--- src/rtl/truth_table_sweeper_pkg.sv ---
// Shared types and constants for the truth-table sweeper.
package tts_pkg;

    typedef enum logic [2:0] {
        IDLE,
        APPLY,
        SETTLE,
        SAMPLE,
        DONE
    } state_t;

    localparam int unsigned NUM_VECTORS = 8;
    localparam int unsigned VEC_W       = 3;

    // Bit position in the truth-table word for a given input vector
    // (vector 000 lands in bit 7, vector 111 in bit 0).
    function automatic logic [VEC_W-1:0] vec_bit(input logic [VEC_W-1:0] idx);
        return VEC_W'(NUM_VECTORS - 1) - idx;
    endfunction

endpackage

--- src/rtl/truth_table_sweeper_if.sv ---
// Host-side control/result bundle of the truth-table sweeper.
interface truth_table_sweeper_if;
    import tts_pkg::*;

    logic                   start;
    logic                   abort;
    logic [NUM_VECTORS-1:0] expected;
    logic                   busy;
    logic                   done;
    logic [NUM_VECTORS-1:0] measured;
    logic                   pass;
    logic [NUM_VECTORS-1:0] mismatch;

    modport master (
        output start, abort, expected,
        input  busy, done, measured, pass, mismatch
    );

    modport slave (
        input  start, abort, expected,
        output busy, done, measured, pass, mismatch
    );

endinterface

--- src/rtl/tts_settle_timer.sv ---
// Loadable down-counter; expired is high on the last cycle of a loaded count.
module tts_settle_timer #(
    parameter int CNT_W = 8
) (
    input  logic             clk,
    input  logic             rst_n,
    input  logic             load,
    input  logic [CNT_W-1:0] value,
    output logic             expired
);

    logic [CNT_W-1:0] count;

    // Load on request, otherwise count down and stop at zero.
    always_ff @(posedge clk) begin
        if (!rst_n) begin
            count <= '0;
        end else if (load) begin
            count <= value;
        end else if (count != '0) begin
            count <= count - CNT_W'(1);
        end
    end

    assign expired = (count <= CNT_W'(1));

endmodule

--- src/rtl/truth_table_sweeper.sv ---
// Applies all 8 vectors to a 3-input gate, assembles its truth table and
// compares it against the expected code latched at start.
module truth_table_sweeper
    import tts_pkg::*;
#(
    parameter int SETTLE_CYCLES = 4,
    parameter int CNT_W         = 8
) (
    input  logic                  clk,
    input  logic                  rst_n,
    truth_table_sweeper_if.slave  host,
    output logic [VEC_W-1:0]      gate_in,
    input  logic                  gate_out
);

    state_t                 state;
    logic [VEC_W-1:0]       idx;
    logic [NUM_VECTORS-1:0] exp_q;
    logic [NUM_VECTORS-1:0] meas_upd;
    logic                   settle_load;
    logic                   settle_expired;

    assign settle_load = (state == APPLY);

    tts_settle_timer #(
        .CNT_W (CNT_W)
    ) u_settle (
        .clk     (clk),
        .rst_n   (rst_n),
        .load    (settle_load),
        .value   (CNT_W'(SETTLE_CYCLES)),
        .expired (settle_expired)
    );

    // Measured word with the current vector's sample merged in.
    always_comb begin
        meas_upd                = host.measured;
        meas_upd[vec_bit(idx)]  = gate_out;
    end

    // Sweep sequencer with registered outputs.
    always_ff @(posedge clk) begin
        if (!rst_n) begin
            state         <= IDLE;
            idx           <= '0;
            exp_q         <= '0;
            gate_in       <= '0;
            host.busy     <= 1'b0;
            host.done     <= 1'b0;
            host.measured <= '0;
            host.pass     <= 1'b0;
            host.mismatch <= '0;
        end else begin
            host.done <= 1'b0;
            if (host.abort && state != IDLE && state != DONE) begin
                state     <= IDLE;
                gate_in   <= '0;
                host.busy <= 1'b0;
            end else begin
                case (state)
                    IDLE: begin
                        if (host.start) begin
                            exp_q         <= host.expected;
                            host.measured <= '0;
                            idx           <= '0;
                            host.busy     <= 1'b1;
                            state         <= APPLY;
                        end
                    end
                    APPLY: begin
                        gate_in <= idx;
                        state   <= (SETTLE_CYCLES > 0) ? SETTLE : SAMPLE;
                    end
                    SETTLE: begin
                        if (settle_expired) begin
                            state <= SAMPLE;
                        end
                    end
                    SAMPLE: begin
                        host.measured <= meas_upd;
                        if (idx == VEC_W'(NUM_VECTORS - 1)) begin
                            // Result is registered on entry to DONE so that
                            // pass/mismatch are already valid while done is high.
                            host.done     <= 1'b1;
                            host.pass     <= (meas_upd == exp_q);
                            host.mismatch <= meas_upd ^ exp_q;
                            state         <= DONE;
                        end else begin
                            idx   <= idx + VEC_W'(1);
                            state <= APPLY;
                        end
                    end
                    DONE: begin
                        gate_in   <= '0;
                        host.busy <= 1'b0;
                        state     <= IDLE;
                    end
                    default: begin
                        state <= IDLE;
                    end
                endcase
            end
        end
    end

endmodule

--- src/flat_wrapper.sv ---
// flat-port wrapper written by rule: the top's interface ports become plain ports
module truth_table_sweeper_flat import tts_pkg::*;
#(
    parameter int SETTLE_CYCLES = 4,
    parameter int CNT_W         = 8
)
  (clk, rst_n, gate_in, gate_out, host_start, host_abort, host_expected, host_busy, host_done, host_measured, host_pass, host_mismatch);
  truth_table_sweeper_if host_i ();
  input  logic clk;
  input  logic rst_n;
  output logic [VEC_W-1:0] gate_in;
  input  logic gate_out;
  input wire logic [$bits(host_i.start)-1:0] host_start;
  input wire logic [$bits(host_i.abort)-1:0] host_abort;
  input wire logic [$bits(host_i.expected)-1:0] host_expected;
  output wire logic [$bits(host_i.busy)-1:0] host_busy;
  output wire logic [$bits(host_i.done)-1:0] host_done;
  output wire logic [$bits(host_i.measured)-1:0] host_measured;
  output wire logic [$bits(host_i.pass)-1:0] host_pass;
  output wire logic [$bits(host_i.mismatch)-1:0] host_mismatch;
  assign host_i.start = host_start;
  assign host_i.abort = host_abort;
  assign host_i.expected = host_expected;
  assign host_busy = host_i.busy;
  assign host_done = host_i.done;
  assign host_measured = host_i.measured;
  assign host_pass = host_i.pass;
  assign host_mismatch = host_i.mismatch;
  truth_table_sweeper #(.SETTLE_CYCLES(SETTLE_CYCLES), .CNT_W(CNT_W)) u_core (.clk(clk), .rst_n(rst_n), .host(host_i), .gate_in(gate_in), .gate_out(gate_out));
endmodule
--- config.mk ---
export PLATFORM = sky130hd
export DESIGN_NAME = truth_table_sweeper_flat
export DESIGN_NICKNAME = d
export VERILOG_FILES = /design/src/rtl/truth_table_sweeper_pkg.sv /design/src/rtl/truth_table_sweeper_if.sv /design/src/rtl/tts_settle_timer.sv /design/src/rtl/truth_table_sweeper.sv /design/src/flat_wrapper.sv
export SDC_FILE = /design/constraint.sdc
export NUM_CORES = 1
export LEC_CHECK = 0
export CORE_AREA = 4 4 68 70
export DETAILED_ROUTE_END_ITERATION = 16
export DIE_AREA = 0 0 72 74
export PLACE_DENSITY = 0.82
export SYNTH_ARGS = -nofsm -noshare
export SYNTH_HDL_FRONTEND = slang
export SYNTH_HIERARCHICAL = 1
export SYNTH_SLANG_ARGS = --single-unit
--- constraint.sdc ---
create_clock -name clk -period 2.7 [get_ports clk]
set_input_delay 0.405 -clock clk [delete_from_list [all_inputs] [get_ports clk]]
set_output_delay 0.405 -clock clk [all_outputs]
set_load 0.005 [all_outputs]
# After elaboration in Yosys (flattened, before gate mapping)
# Index checks and enable logic that the tools add are counted.
# Widths: inputs -> output; s select.
classes:
  n_addsub: 3
  n_lt_le_gt_ge: 3
  eq_ne: 10
  mux: 18
  n_bitwise: 4
  n_reduce_logical: 19
ops:
  columns: ["operator", "n"]
  rows:
  - ["$mux 3", 7]
  - ["$pmux 8 s2", 1]
  - ["$pmux 3 s2", 2]
  - ["$pmux 3 s4", 1]
  - ["$reduce_and 3->1", 3]
  - ["$bwmux 8", 1]
  - ["$eq 8x8->1", 1]
  - ["$le 8x1->1 const B", 1]
  - ["$mux 8", 1]
  - ["$reduce_bool 2->1", 4]
  - ["$reduce_bool 8->1", 1]
  - ["$sub 8x1->8 const B", 1]
  - ["$xor 8x8->8", 1]
  - ["$eq 3x2->1 const B", 2]
  - ["$eq 3x3->1 const B", 2]
  - ["$lt 3x4->1 const B", 1]
  - ["$ne 2x2->1 const B", 2]
  - ["$reduce_and 2->1", 2]
  - ["$reduce_and 4->1", 1]
  - ["$reduce_or 2->1", 2]
  - ["$add 3x1->3 const B", 1]
  - ["$demux 1 s3", 1]
  - ["$eq 3x1->1 const B", 1]
  - ["$ge 3x1->1 const B", 1]
  - ["other kinds (10)", 16]
totals:
  regBits: 44
  output_inout_bits: 22
  word_cells: 68

# Logic depth before layout (Yosys ltp)
logic_depth:
  depth_word: 7
  mapped_depth: 9
  ltp_nobuf: 7

# Cells and area by module
# Netlist, hierarchy kept.
modules_own_cells:
  columns: ["module", "instances", "cells_each", "area_each_um2"]
  rows:
  - ["truth_table_sweeper", 1, 215, 1801.7]
  - ["tts_settle_timer", 1, 58, 498.0]

# Least setup slack after synthesis
# No wires, ideal clock.
synth_path:
  path_kind: "flip-flop to flip-flop"
  start: "register u_core.state[0]"
  end: "register u_core.u_settle.count[5]"
  setup_time_ps: 116
  arrival_ps: 1740
  t_required_ps: 2584
  setup_slack_ps: 843
  path_stages_with_launch: 7
  synth_period_minus_slack_ps: 1857
  cell_sequence: "dfxtp_1 > clkbuf_1 > nor2b_1 > nor2b_1 > clkbuf_1 > mux2_2 > o211a_1"
synth_between:
  elab_chain_cells: 2
synth_rtl:
  columns: ["item", "line_no", "rtl"]
  rows:
  - ["start, declared", "truth_table_sweeper.sv:16", "state_t state;"]
  - ["start signal, assigned", "truth_table_sweeper.sv:72", "state <= (SETTLE_CYCLES > 0) ? SETTLE : SAMPLE;"]
  - ["$eq 3x1->1", "truth_table_sweeper.sv:23", "assign settle_load = (state == APPLY);"]
  - ["named net u_core.settle_load", "truth_table_sweeper.sv:20", "logic settle_load;"]
  - ["$reduce_or 2->1 (no line)", null, null]
  - ["end signal, assigned", "tts_settle_timer.sv:19", "count <= value;"]
  - ["end signal, assigned", "tts_settle_timer.sv:21", "count <= count - CNT_W'(1);"]
  - ["end, declared", "tts_settle_timer.sv:12", "logic [CNT_W-1:0] count;"]
# The timed path passes the listed nets, and every way through them passes these cells.
# A chain may end at the register's enable or synchronous reset.

# Final worst setup path
layout_path:
  start: "register u_core.idx[0]"
  end: "register u_core.host.pass"
layout_between:
  elab_chain_cells: 7
  word_cells_on_any_way: 10
layout_rtl:
  columns: ["item", "line_no", "rtl"]
  rows:
  - ["start, declared", "truth_table_sweeper.sv:17", "logic [VEC_W-1:0] idx;"]
  - ["start signal, assigned", "truth_table_sweeper.sv:89", "idx <= idx + VEC_W'(1);"]
  - ["$sub 3x3->3", "truth_table_sweeper_pkg.sv:18", "return VEC_W'(NUM_VECTORS - 1) - idx;"]
  - ["$lt 3x4->1 (implied by the code) / $ge 3x1->1 (equally long branches)", "truth_table_sweeper.sv:38", "meas_upd[vec_bit(idx)] = gate_out;"]
  - ["$logic_and 1x1->1 (implied by the code)", "truth_table_sweeper.sv:38", null]
  - ["$mux 1 (implied by the code)", "truth_table_sweeper.sv:38", null]
  - ["$demux 1 s3", null, null]
  - ["$bwmux 8", "truth_table_sweeper.sv:38", null]
  - ["$eq 8x8->1", "truth_table_sweeper.sv:85", "host.pass <= (meas_upd == exp_q);"]
  - ["end signal, assigned", "truth_table_sweeper.sv:85", null]
  - ["end, declared", "truth_table_sweeper_if.sv:21", "output busy, done, measured, pass, mismatch"]
# Several ways; a longest one is shown, not always the timed one.

==> results.json <==
{
  "tightestPinTransition_ns": 0.5256,
  "max-slew-margin-rel_pct": 64.77,
  "holdCritPathClass": "reg2reg",
  "fill_cells": 332,
  "h-tree-depth": 2,
  "grt_usage_pct": 19.49,
  "hold_ws_ns": 0.4524,
  "row_count": 23,
  "postCtsSetupBuffers": 0,
  "overflow": 0,
  "fin_setup_tns_ns": 0,
  "grt_pass1_vias": 1770,
  "finalHoldViolCount": 0,
  "root_buffer": "clkbuf_8",
  "async_flop_share_pct": 0,
  "p_leak_nw": 1.081,
  "rsz0062_at_grt": "no",
  "clk_pin_slew_ns": 0.08,
  "antenna_left": 0,
  "start_kind": "flip-flop",
  "cts_tree": "built",
  "cp_max_fo": 12,
  "ir_worst_vdd_uv": 599.6,
  "fin_worst_skew_ns": 0.002702,
  "setup_ws_ns": 0.6509,
  "syn_area_per_cell_um2": 8.424,
  "synthesis.area_um2": 2300,
  "cts_buffers": 5,
  "coreArea_um2": 3971,
  "wire_per_inst_um": 13.29,
  "ys_warn_count": 6,
  "drive_gt1_share_pct": 7.818,
  "path_cells": "nor3b_1 -> mux2i_1 -> xnor2_1 -> nor4_1 -> nand4_1 -> nand2_1",
  "syn_inst": 273,
  "floorplan.die.height_um": 74,
  "dr.pass1.iters": 4,
  "antenna_found_initial": 0,
  "fin_nets": 323,
  "insertion_delay_ns": 0.30,
  "drc": 0,
  "fmax_mhz": 488.0,
  "crit_type": "reg2reg",
  "ios": 35,
  "die_x_um": 72,
  "total_power_mw": 1.833,
  "drt_iter0_drc": 115,
  "drv_cap": 0,
  "cts_max_path_buffers": 2,
  "cp_slowest_stage_delay_ns": 0.62,
  "worst_path_max_delay_cell": "dfxtp_1",
  "cts.sink_count": 44,
  "synth_ff_type": "dfxtp_1",
  "synth-edff-count": 0,
  "gp_congestion": 0.8629,
  "syn2layout_area_growth_pct": 19.80,
  "yosys_register_bits": 44,
  "required_ns": 2.94,
  "stdcell_count": 357,
  "dp_slack_ns": 0.4101,
  "io_buffers": 34,
  "powerDensity_nw_per_um2": 665.3,
  "synth_cell_types": 47,
  "grt_pass1_wl_mm": 8.086,
  "cp-end-kind": "flip-flop",
  "dp.cells": 349,
  "timing.final.crit_share_pct": 75.89,
  "grt_max_degree": 30,
  "setup_viol": 0,
  "viasPerCell": 5.297,
  "dieArea_um2": 5328,
  "status": "finished clean",
  "antenna_cells": 0,
  "cts_hold_buf": 0,
  "cts_resized": 0,
  "hpwl_mm": 3.388,
  "initial_core_util_pct": 57.91,
  "min_period_ns": 2.049,
  "wl_mm": 4.745,
  "vias": 1891,
  "ys_seq_area_share_pct": 38.30,
  "cp.arrival_ns": 2.29,
  "drv_slew": 0
}
## flip-flops by register name (all words and copies together), names as in the netlist
signal                 cells
u_core/host.mismatch       8
u_core/u_settle/count      8
u_core/state               3
u_core/host.measured       8
u_core/host.pass           1
u_core/host.busy           1
u_core/gate_in             3
u_core/exp_q               8
u_core/idx                 3
u_core/host.done           1
## metal layers
layer | up-vias | track usage (%) | share of wire (%)
met1 | 851 | 25.57 | 48
met3 | 9 | 4.054 | 3.7
met5 | - | 0 | 0
li1 | 993 | - | -
met4 | 0 | 7.516 | 1.8
met2 | 38 | 31.73 | 47
## path summary, 6_finish.rpt
kind                                                            from  slack, ns                                    to  cells past startpoint
worst min register to register  u_core/host.mismatch[1]$_SDFFE_PN0P_       0.45  u_core/host.mismatch[1]$_SDFFE_PN0P_                      2
worst max register to register            u_core/idx[0]$_SDFFE_PN0P_       0.65         u_core/host.pass$_SDFFE_PN0P_                      6
worst max-delay path                      u_core/idx[0]$_SDFFE_PN0P_       0.65         u_core/host.pass$_SDFFE_PN0P_                      6
worst min-delay path            u_core/host.mismatch[1]$_SDFFE_PN0P_       0.45  u_core/host.mismatch[1]$_SDFFE_PN0P_                      2
## cell families after synthesis
group                    synth area share, %
other                                 0.3266
AO/OA/AOI/OAI                          17.25
multiplexers                           5.278
AND/OR/NAND/NOR                        27.48
flip-flops                             38.30
buffers and inverters                  5.005
adder cells (fa/ha/maj)                2.176
XOR/XNOR                               4.189
## through the flow
stage                     util, %  cell area (um2)
after floorplan                 -             2322
after global placement      67.04             2663
after detailed placement    67.04             2663
after CTS                   69.38             2755
after global routing        69.38             2755
final                       69.38             2755
## worst max-delay path: cells and delay by family, from the launching register on
| family | cells | cell delay, ns |
|---|---|---|
| DFF | 1 | 0.62 |
| muxes | 1 | 0.29 |
| xor gates and xnor gates | 1 | 0.12 |
| and+or+nand+nor | 4 | 0.95 |
## area by class of cell
type / count / area (um2) / share of cell area (%)
timing repair buffer: 37 / 362.8 / 13.17
tap: 50 / 62.56 / 2.271
inverter: 8 / 30.03 / 1.090
clock buffer: 6 / 82.58 / 2.997
multi-input combinational: 210 / 1326 / 48.14
clock inverter: 2 / 10.01 / 0.3633
sequential: 44 / 880.8 / 31.97
## synthesized netlist by cell type (5+ instances only)
cell type | instances | share of area [%]
a21boi_1 | 18 | 5.9
a21oi_1 | 16 | 3.5
and2_1 | 6 | 1.6
buf_2 | 5 | 1.1
clkbuf_1 | 9 | 1.5
dfxtp_1 | 44 | 38
inv_1 | 8 | 1.3
mux2i_1 | 11 | 4.8
nand2_1 | 38 | 6.2
nand3_1 | 9 | 2.0
nor2_1 | 22 | 3.6
nor2b_1 | 9 | 2.4
nor3_1 | 5 | 1.1
o21ai_0 | 7 | 1.5
o22ai_1 | 5 | 1.4
xnor2_1 | 11 | 4.2
## placed cells by master, fill, tap and decap left out, drive strengths merged
cell and instances:
nor4 3, a21boi 18, or4 2, or3b 3, nand3b 4, nor3b 3, and2 6, o21ai 9
mux2i 11, inv 8, nand2b 1, or2 2, xnor2 11, a22oi 2, o211a 1, clkbuf 6
o22a 1, o22ai 5, ha 4, nor3 7, nor2 23, dfxtp 44, nand3 9, conb 8
o2111ai 1, clkdlybuf4s50 34, buf 3, or4b 1, mux2 1, nor2b 9, or3 2, a21o 2
nand4 3, o31ai 1, o41ai 1, a21oi 16, clkinv 2, a211oi 1, nand2 39
## power by group
part           total (mW)  switching, mW  internal, mW
combinational       0.592          0.301         0.291
clock               0.423          0.219         0.204
sequential          0.818         0.0913         0.726
No activity file was read; power rests on OpenSTA's default activity.
